===== src/rtl/fp_cmp_pipe.sv =====
// fp_cmp_pipe: LAT-stage FP compare/min/max; op/a/b/tag in via i_valid/i_ready, o/res/nanx/tag_o out via o_valid/o_ready
module fp_cmp_pipe #(
  parameter int FPWID = 64,
  parameter int LAT   = 2,
  parameter int TAGW  = 4
) (
  input  logic             clk,
  input  logic             rst,
  input  logic             i_valid,
  output logic             i_ready,
  input  logic [1:0]       op,
  input  logic [FPWID-1:0] a,
  input  logic [FPWID-1:0] b,
  input  logic [TAGW-1:0]  tag,
  output logic             o_valid,
  input  logic             o_ready,
  output logic [4:0]       o,
  output logic [FPWID-1:0] res,
  output logic             nanx,
  output logic [TAGW-1:0]  tag_o
);
  localparam int EMSB = FPWID == 16 ? 4 : FPWID == 32 ? 7 : FPWID == 64 ? 10 : 14;
  localparam int FMSB = FPWID - EMSB - 3;
  localparam logic [FPWID-1:0] QNAN = {1'b0, {(EMSB+1){1'b1}}, 1'b1, {FMSB{1'b0}}};
  typedef struct packed {
    logic             v;
    logic [1:0]       op;
    logic [FPWID-1:0] a;
    logic [FPWID-1:0] b;
    logic             an;
    logic             bn;
    logic             asn;
    logic             bsn;
    logic             bz;
    logic [TAGW-1:0]  tag;
  } dec_t;
  typedef struct packed {
    logic [4:0]       o;
    logic [FPWID-1:0] res;
    logic             nanx;
  } out_t;
  function automatic logic is_nan(logic [FPWID-1:0] x);
    return &x[FPWID-2:FMSB+1] & |x[FMSB:0];
  endfunction
  dec_t dec_in, last_d;
  out_t out_d, out_q;
  logic ov_q, en;
  logic [TAGW-1:0] tag_q;
  logic sa, sb, un, mlt, mgt, sel, eq, lt;
  assign en      = !ov_q | o_ready;
  assign i_ready = en;
  assign o_valid = ov_q;
  assign o       = out_q.o;
  assign res     = out_q.res;
  assign nanx    = out_q.nanx;
  assign tag_o   = tag_q;
  always_comb begin
    dec_in.v   = i_valid;
    dec_in.op  = op;
    dec_in.a   = a;
    dec_in.b   = b;
    dec_in.an  = is_nan(a);
    dec_in.bn  = is_nan(b);
    dec_in.asn = is_nan(a) & !a[FMSB];
    dec_in.bsn = is_nan(b) & !b[FMSB];
    dec_in.bz  = ~|{a[FPWID-2:0], b[FPWID-2:0]};
    dec_in.tag = tag;
  end
  if (LAT == 1) begin : g_one
    assign last_d = dec_in;
  end else begin : g_pipe
    localparam int SHW = (LAT-1) * $bits(dec_t);
    dec_t [LAT-2:0] sh_q;
    always_ff @(posedge clk)
      if (rst) sh_q <= '0;
      else if (en) sh_q <= SHW'({sh_q, dec_in});
    assign last_d = sh_q[LAT-2];
  end
  assign sa  = last_d.a[FPWID-1];
  assign sb  = last_d.b[FPWID-1];
  assign un  = last_d.an | last_d.bn;
  assign mlt = last_d.a[FPWID-2:0] < last_d.b[FPWID-2:0];
  assign mgt = last_d.a[FPWID-2:0] > last_d.b[FPWID-2:0];
  assign sel = sa != sb ? sa : sa ? mgt : mlt;
  assign eq  = !un & (last_d.bz | last_d.a == last_d.b);
  assign lt  = !un & !last_d.bz & sel;
  always_comb begin
    out_d.o    = {un, mlt, lt | eq, lt, eq};
    out_d.nanx = last_d.op == 2'd1 ? un : last_d.asn | last_d.bsn;
    out_d.res  = !last_d.op[1] ? '0 :
                 last_d.an & last_d.bn ? QNAN :
                 last_d.an ? last_d.b :
                 last_d.bn ? last_d.a :
                 (sel ^ last_d.op[0]) ? last_d.a : last_d.b;
  end
  always_ff @(posedge clk)
    if (rst) begin
      ov_q  <= 1'b0;
      out_q <= '0;
      tag_q <= '0;
    end else if (en) begin
      ov_q  <= last_d.v;
      out_q <= out_d;
      tag_q <= last_d.tag;
    end
endmodule

===== config.mk =====
export PLATFORM = sky130hd
export DESIGN_NAME = fp_cmp_pipe
export DESIGN_NICKNAME = d
export VERILOG_FILES = /design/src/rtl/fp_cmp_pipe.sv
export SDC_FILE = /design/constraint.sdc
export NUM_CORES = 1
export LEC_CHECK = 0
export BUFFER_PORTS_ARGS = -buffer_cell sky130_fd_sc_hd__buf_2
export CORE_ASPECT_RATIO = 1.2
export CORE_UTILIZATION = 43
export CTS_BUF_LIST = sky130_fd_sc_hd__clkbuf_4 sky130_fd_sc_hd__clkbuf_8 sky130_fd_sc_hd__clkbuf_16
export CTS_CLUSTER_DIAMETER = 80
export DETAILED_ROUTE_END_ITERATION = 7
export PLACE_DENSITY = 0.69
export RECOVER_POWER = 25
export SKIP_CTS_REPAIR_TIMING = 1
export SLEW_MARGIN = 20
export SYNTH_ARGS = -nofsm -noshare
export SYNTH_HDL_FRONTEND = slang
export SYNTH_SLANG_ARGS = --single-unit

===== constraint.sdc =====
create_clock -name clk -period 5 [get_ports clk]
set_clock_uncertainty 0.2 [all_clocks]
set_input_delay 1 -clock clk [delete_from_list [all_inputs] [get_ports clk]]
set_output_delay 1 -clock clk [all_outputs]
set_load 0.02 [all_outputs]

# --- Word-level counts from Yosys, hierarchy flattened ---
# Cells that the tools add are included.
totals:
  ff_bits: 215
  latch_bits: 0
  mem_bits_rw: 0
  mem_bits_ro: 0
  input_bits: 138
  elab_cells: 53
  mem_count: 0
op_classes:
  n_addsub: 0
  n_mul: 0
  n_div: 0
  order_cmp: 2
  n_eq_ne: 3
  shift: 0
  muxes: 8
  bitwise: 14
  reduce_logical: 11
op_table:
  columns: ["operator", "n"]
  rows:
  - ["2-to-1 mux 64 bit", 5]
  - ["OR reduction 126 bit", 1]
  - ["OR reduction 52 bit", 2]
  - ["== test 64 bit", 1]
  - ["> comparator 63 bit", 1]
  - ["< comparator 63 bit", 1]
  - ["AND reduction 11 bit", 2]
  - ["AND 1 bit", 8]
  - ["logical NOT 1 bit", 6]
  - ["bitwise OR 1 bit", 5]
  - ["2-to-1 mux 1 bit", 3]
  - ["== test 2 x 1 -> 1 bit, second input constant", 1]
  - ["inequality test 1 bit", 1]
  - ["XOR 1 bit", 1]

# --- Depth between registers and ports, before layout ---
# Gate-level depths: netlist of run 1.
depth:
  word_depth: 9
  depth_mapped: 13
  mapped_depth_nobuf: 11

# --- Worst setup path after synthesis of run 1 ---
# OpenSTA, ideal clock, no wires.
synth_timing:
  kind: "register to register"
  from: "reg g_pipe.sh_q[49] (netlist bit)"
  to: "reg out_q, in the netlist res[10]"
  setup_ps: 128
  arrival_time_ps: 2888
  required_time_ps: 4672
  path_slack_ps: 1784
  path_stages_with_launch: 14
  n_path_buf: 2
  cell_sequence: "dfxtp_1 -> inv_1 -> ha_1 -> a21oi_2 -> o21ai_1 -> a221oi_2 -> o2111ai_1 -> o41a_1 -> or4_1 -> a31oi_1 -> buf_6 -> buf_12 -> mux2i_1 -> o21ai_1"
synth_between:
  elab_chain_cells: 9
  elab_cells_between_ends: 10
  cone_classes: "2 x order compare; 7 x mux; 1 x bitwise"
synth_lines:
  columns: ["element", "line_no", "rtl"]
  rows:
  - ["start, declared", "73", "dec_t [LAT-2:0] sh_q;"]
  - ["start signal, assigned", "76", "else if (en) sh_q <= SHW'({sh_q, dec_in});"]
  - ["< comparator 63 bit or > comparator 63 bit (tied branches)", "82, 83", null]
  - ["2-to-1 mux 1 bit * (2 in a row)", "84", "assign sel = sa != sb ? sa : sa ? mgt : mlt;"]
  - ["XOR 1 bit *", "94", "(sel ^ last_d.op[0]) ? last_d.a : last_d.b;"]
  - ["2-to-1 mux 64 bit *", "94", null]
  - ["2-to-1 mux 64 bit *", "93", "last_d.bn ? last_d.a :"]
  - ["2-to-1 mux 64 bit *", "92", "last_d.an ? last_d.b :"]
  - ["2-to-1 mux 64 bit *", "91", "last_d.an & last_d.bn ? QNAN :"]
  - ["2-to-1 mux 64 bit *", "90", "out_d.res = !last_d.op[1] ? '0 :"]
  - ["end signal, assigned", "103", "out_q <= out_d;"]
  - ["end, declared", "46", "out_t out_d, out_q;"]
# Every way passes the cells marked *; elsewhere a longest branch is shown, timed or not.
# A chain may end at the register's enable or synchronous reset.

# --- Worst setup path after layout of run 1 ---
layout_timing:
  from: "reg g_pipe.sh_q[46] (netlist bit)"
  to: "reg out_q, in the netlist res[29]"
# The elaborated chain is that of the path after synthesis.

==> impl_metrics.ini, run 1 <==
[yosys]
ys_warn_count = 0
synth_edf_count = 0
syn_inst = 1245
synth.top_cells.by_area = dfxtp_1 (44%), nand2_1 (14%), a21oi_1 (8.8%)
yosysSeqAreaShare_pct = 43.6
ys_async_sr_fraction_pct = 0
ys_ff_latch = 215
syn_avg_cell_area_um2 = 7.92
syn_area_um2 = 9860
yosysUniqueCellTypes = 43
synth_top_area_share_pct = 43.6
synth-main-ff-cell = dfxtp_1
syn_nets = 1446
synth.largest_area_cell = dfxtp_1
yosysMostFrequentCell = nand2_1
synth_common_cells = nand2_1 (374), dfxtp_1 (215), a21oi_1 (174)

[drt]
drcViolationCount = 0
vias = 9001
ant_nets = 0
vias_per_cell = 5.25
detail_route.iter0.violations = 605
routed_wl_um = 28200
wl_per_cell_um = 16.4
drt_pass1_iterations = 5

[place]
gp_congestion = 0.804
postPlaceCellArea_um2 = 11000
dp_hpwl_um = 20200
portBuffers = 213

[timing]
fin_setup_tns_ns = 0
min_period_ns = 4.21
setup_viol = 0
finalHoldViolations = 0
tightest_slew_ns = 0.969
post-route-period-util_pct = 84.1
finalMaxSlewViolations = 0
maxSlewHeadroom_pct = 35.4
clock.fmax_mhz = 238
rsz0062_at_grt = false

[clock_tree]
path_clk_slew_ns = 0.06
clock_sinks = 215
clock_latency_ns = 0.50
clk_path_buf_depth = 3
numCtsBuffers = 23
tritoncts = yes
cts-htree-levels = 1
root_buffer = clkbuf_16

[power]
powerDensity_nw_per_um2 = 361
ir_drop_mv = 0.235
power.leakage_nw = 5.14

[worst_setup_path]
crit_arrival_ns = 4.36
crit_path_start_kind = register
cp.required_ns = 5.16
cp-end-kind = register
path_max_fanout = 42
path_class = reg2reg

[grt]
grtUsageTotal_pct = 23.8
grt_pass1_vias = 8679
gr-total-overflow = 0
grt_start_max_net_pins = 91
grt_first_pass_wirelength_um = 44800
antenna_found_initial = 1

[die]
coreArea_um2 = 22400
die_y_um = 168
ios = 214
rows = 60
die-area_um2 = 23500
die_w_um = 140
start_util_pct = 43.9

[final_layout]
finalInstanceArea_um2 = 11800
final_nets = 1624
syn_to_final_growth_pct = 19.3
fillers = 2148
fin_util_pct = 52.4
drive_gt1_share_pct = 15.6

[min_path]
hold_path.class = reg2reg

[run_status]
status = completed

[flow_run]
max_cap_viol_count = 0
-- power breakdown --
part	total (W)	internal [W]	switching, W
clock	0.00176	0.00109	0.000670
combinational	0.000621	0.000249	0.000372
sequential	0.00187	0.00180	0.0000666
-- cells by family (layout without fill, tap and decap cells) --
group | after synthesis | after routing | synth area share [%]
mux | 52 | 52 | 5.28
xor+xnor | 1 | 1 | 0.0888
simple gates | 506 | 506 | 22.0
other cells | 0 | 1 | 0
compound gates | 270 | 270 | 14.7
fa+ha+maj | 63 | 63 | 7.99
flops | 215 | 215 | 43.6
buf+inv | 138 | 329 | 6.24
-- cell usage in the layout, fill, tap and decap left out, drive strengths merged, types with 4 or more instances in the layout --
| cell type | instances |
|---|---|
| nor3 | 20 |
| clkbuf | 82 |
| o21ai | 65 |
| nand4 | 19 |
| nor2b | 14 |
| ha | 63 |
| nand3 | 8 |
| nor4 | 35 |
| mux2i | 52 |
| nor2 | 21 |
| a221oi | 4 |
| buf | 174 |
| and4 | 4 |
| o31ai | 15 |
| nand2 | 374 |
| inv | 67 |
| a21oi | 176 |
| dfxtp | 215 |
-- sequential cells by signal (all words and copies together) (netlist names) --
signal / cells
g_pipe.sh_q: 140
nanx: 1
o: 5
o_valid: 1
res: 64
tag_o: 4
-- area by class of cell --
| type | count | area (um^2) | share of cell area, % |
|---|---|---|---|
| Timing Repair Buffer | 224 | 1100 | 9.36 |
| Clock buffer | 32 | 674 | 5.73 |
| Inverter | 67 | 254 | 2.16 |
| Multi-Input combinational cell | 892 | 4970 | 42.3 |
| Antenna cell | 1 | 2.50 | 0.0213 |
| Sequential cell | 215 | 4300 | 36.6 |
| Tap cell | 279 | 349 | 2.97 |
| Clock inverter | 6 | 105 | 0.893 |
-- path summary, 6_finish.rpt --
check                                     from                    to  slack [ns]  cells past startpoint
setup / recovery  g_pipe.sh_q[46]$_SDFFE_PP0P_  res[29]$_SDFFE_PP0P_        0.79                     12
hold / removal            res[33]$_SDFFE_PP0P_  res[33]$_SDFFE_PP0P_        0.25                      2
setup reg to reg  g_pipe.sh_q[46]$_SDFFE_PP0P_  res[29]$_SDFFE_PP0P_        0.79                     12
hold reg to reg           res[33]$_SDFFE_PP0P_  res[33]$_SDFFE_PP0P_        0.25                      2
-- metrics by stage --
stage / setup slack (ns) / hold slack, ns / instances / total power (W)
after floorplan: 1.78 / 0.232 / 1245 / 0.00234
after global placement: 0.838 / 0.236 / 1677 / 0.00252
after detailed placement: 0.783 / 0.239 / 1677 / 0.00254
after CTS: 0.764 / 0.249 / 1715 / 0.00429
after global routing: 0.589 / 0.270 / 1715 / 0.00443
final: 0.794 / 0.247 / 1716 / 0.00425
-- layer usage --
layer	up-vias	share of wire (%)	wire length [um]	global-route usage [%]
li1	4587	-	-	-
met1	4132	45	12600	30.5
met2	241	48	13400	41.2
met3	41	5.2	1480	3.36
met4	0	2.3	649	7.12
met5	-	0	0	0
-- worst max-delay path, stage by stage, from the launching register on --
cell	delay [ns]
dfxtp_1	0.35
inv_1	0.05
ha_1	0.34
a21oi_1	0.18
nand2_1	0.08
a221oi_1	0.59
nor2_1	0.14
o41a_1	0.45
or4_1	0.49
a31oi_4	0.22
buf_4	0.60
mux2i_1	0.27
o21ai_1	0.07
Note: power is estimated with default switching activity, not from simulation.
==> inputs of run 2 (changes only) <==
==> constraint.sdc (replaced) <==
create_clock -name clk -period 4 [get_ports clk]
set_clock_uncertainty 0.2 [all_clocks]
set_input_delay 0.8 -clock clk [delete_from_list [all_inputs] [get_ports clk]]
set_output_delay 0.8 -clock clk [all_outputs]
set_load 0.02 [all_outputs]
==> run 2 against run 1 <==
Net effect: the flow now finishes with violations (max-capacitance violations, max-slew violations); total power up 24%; first-iteration DRC count shrank 22%; worst hold slack got worse by 0.0047 ns; non-clock buffer count is 4 higher.
==> impl_metrics.ini, run 2 (synthesized netlist as in run 1, its figures left out) <==
[worst_setup_path]
crit_chain = inv_1 -> ha_1 -> nand4_1 -> nor3_1 -> nand4_1 -> buf_4 -> a211oi_2 -> nor4_1 -> or4_1 -> a31oi_4 -> buf_12 -> mux2i_1 -> o21ai_1
cp_slowest_stage_delay_ns = 0.56
crit_arrival_ns = 3.95
crit_top_cell = nand4_1
cp.required_ns = 4.19
path_max_fanout = 32
crit_path_start_kind = register
crit_slowest_cell = or4_1
path_class = reg2reg
cp-end-kind = register

[clock_tree]
clk_path_buf_depth = 3
cts-htree-levels = 1
clock_sinks = 215
path_clk_slew_ns = 0.06
numCtsBuffers = 23
clock_latency_ns = 0.50
root_buffer = clkbuf_16
tritoncts = yes

[grt]
grt_pass1_vias = 8600
grt_start_max_net_pins = 155
grtUsageTotal_pct = 23.9
grt_first_pass_wirelength_um = 44900
antenna_found_initial = 1
gr-total-overflow = 0

[drt]
vias = 9117
drt_pass1_iterations = 5
routed_wl_um = 28500
ant_nets = 0
detail_route.iter0.violations = 469
wl_per_cell_um = 16.6
vias_per_cell = 5.29
drcViolationCount = 0

[flow_run]
max_cap_viol_count = 2

[power]
ir_drop_mv = 0.304
powerDensity_nw_per_um2 = 444
power.leakage_nw = 5.37

[final_layout]
fillers = 2192
layout_commonest_cell = nand2_1
num_antenna_cells = 0
final_cell_mix = nand2_1 (374), dfxtp_1 (215), buf_2 (212)
final_nets = 1628
largest_register_ffs = 140
syn_to_final_growth_pct = 20.4
top_register = g_pipe.sh_q
drive_gt1_share_pct = 19.5

[timing]
clock.fmax_mhz = 266
fin_hold_ws_ns = 0.242
tightest_slew_ns = 2.92
finalHoldViolations = 0
finalMaxSlewViolations = 213
maxSlewHeadroom_pct = -94.5
setup_viol = 0
post-route-period-util_pct = 94.1
min_period_ns = 3.76
rsz0062_at_grt = false
fin_setup_tns_ns = 0

[run_status]
status = complete, but fails checks
violations = max-capacitance violations, max-slew violations

[die]
die_w_um = 140
ios = 214
rows = 60
die_y_um = 168
die-area_um2 = 23500
start_util_pct = 43.9
coreArea_um2 = 22400

[place]
portBuffers = 213
dp_hpwl_um = 20300
gp_congestion = 0.811

[min_path]
hold_path.class = reg2reg
-- run 2: changes by cell type in the layout (fill, tap and decap cells not counted), sizes merged --
cell / previous run / this run
bufinv: 3 / 1
clkinv: 3 / 4
clkbuf: 82 / 39
diode: 1 / 0
buf: 174 / 225
-- run 2: where the power goes --
group,internal [W],switching [W]
logic,0.000333,0.000464
clock network,0.00128,0.000850
registers,0.00226,0.0000868
total,0.00387,0.00140
-- run 2: per-stage QoR --
| step | power [W] | cells | area (um^2) | setup WS (ns) | utilization, % |
|---|---|---|---|---|---|
| floorplan | 0.00293 | 1245 | 9860 | 0.784 | - |
| global placement | 0.00317 | 1680 | 11100 | 0.107 | 49.5 |
| detailed placement | 0.00318 | 1680 | 11100 | 0.133 | 49.5 |
| CTS | 0.00531 | 1721 | 11900 | 0.104 | 52.9 |
| global route | 0.00550 | 1722 | 11900 | 0.0436 | 52.9 |
| finish | 0.00527 | 1722 | 11900 | 0.236 | 52.9 |
-- run 2: routing by layer --
layer	vias to the layer above	global-route usage, %	share of wire, %
met4	0	7.41	2.5
met3	43	3.78	6.0
li1	4590	-	-
met5	-	0	0
met2	270	41.2	48
met1	4214	30.5	44
-- run 2: worst paths after layout --
check	startpoint	end	slack, ns	depth (start not counted)
min	res[39]$_SDFFE_PP0P_	res[39]$_SDFFE_PP0P_	0.24	2
max	g_pipe.sh_q[55]$_SDFFE_PP0P_	res[27]$_SDFFE_PP0P_	0.24	13
max reg2reg	g_pipe.sh_q[55]$_SDFFE_PP0P_	res[27]$_SDFFE_PP0P_	0.24	13
min reg2reg	res[39]$_SDFFE_PP0P_	res[39]$_SDFFE_PP0P_	0.24	2
-- run 2: layout make-up --
cell class	count	area [um^2]	share of cell area [%]
Clock inverter	5	50.0	0.421
Clock buffer	36	711	5.99
Sequential cell	215	4300	36.2
Multi-Input combinational cell	892	4980	42.0
Timing Repair Buffer	228	1220	10.3
Inverter	67	254	2.14
Tap cell	279	349	2.94
-- run 2: worst max-delay path, delay by kind of cell (launching register included) --
family | cells | cell delay, ns
multiplexers | 1 | 0.24
AO/OA/AOI/OAI | 3 | 0.66
flip-flops | 1 | 0.36
buffers and inverters | 3 | 0.51
AND/OR/NAND/NOR | 5 | 1.33
adder cells (fa/ha/maj) | 1 | 0.31
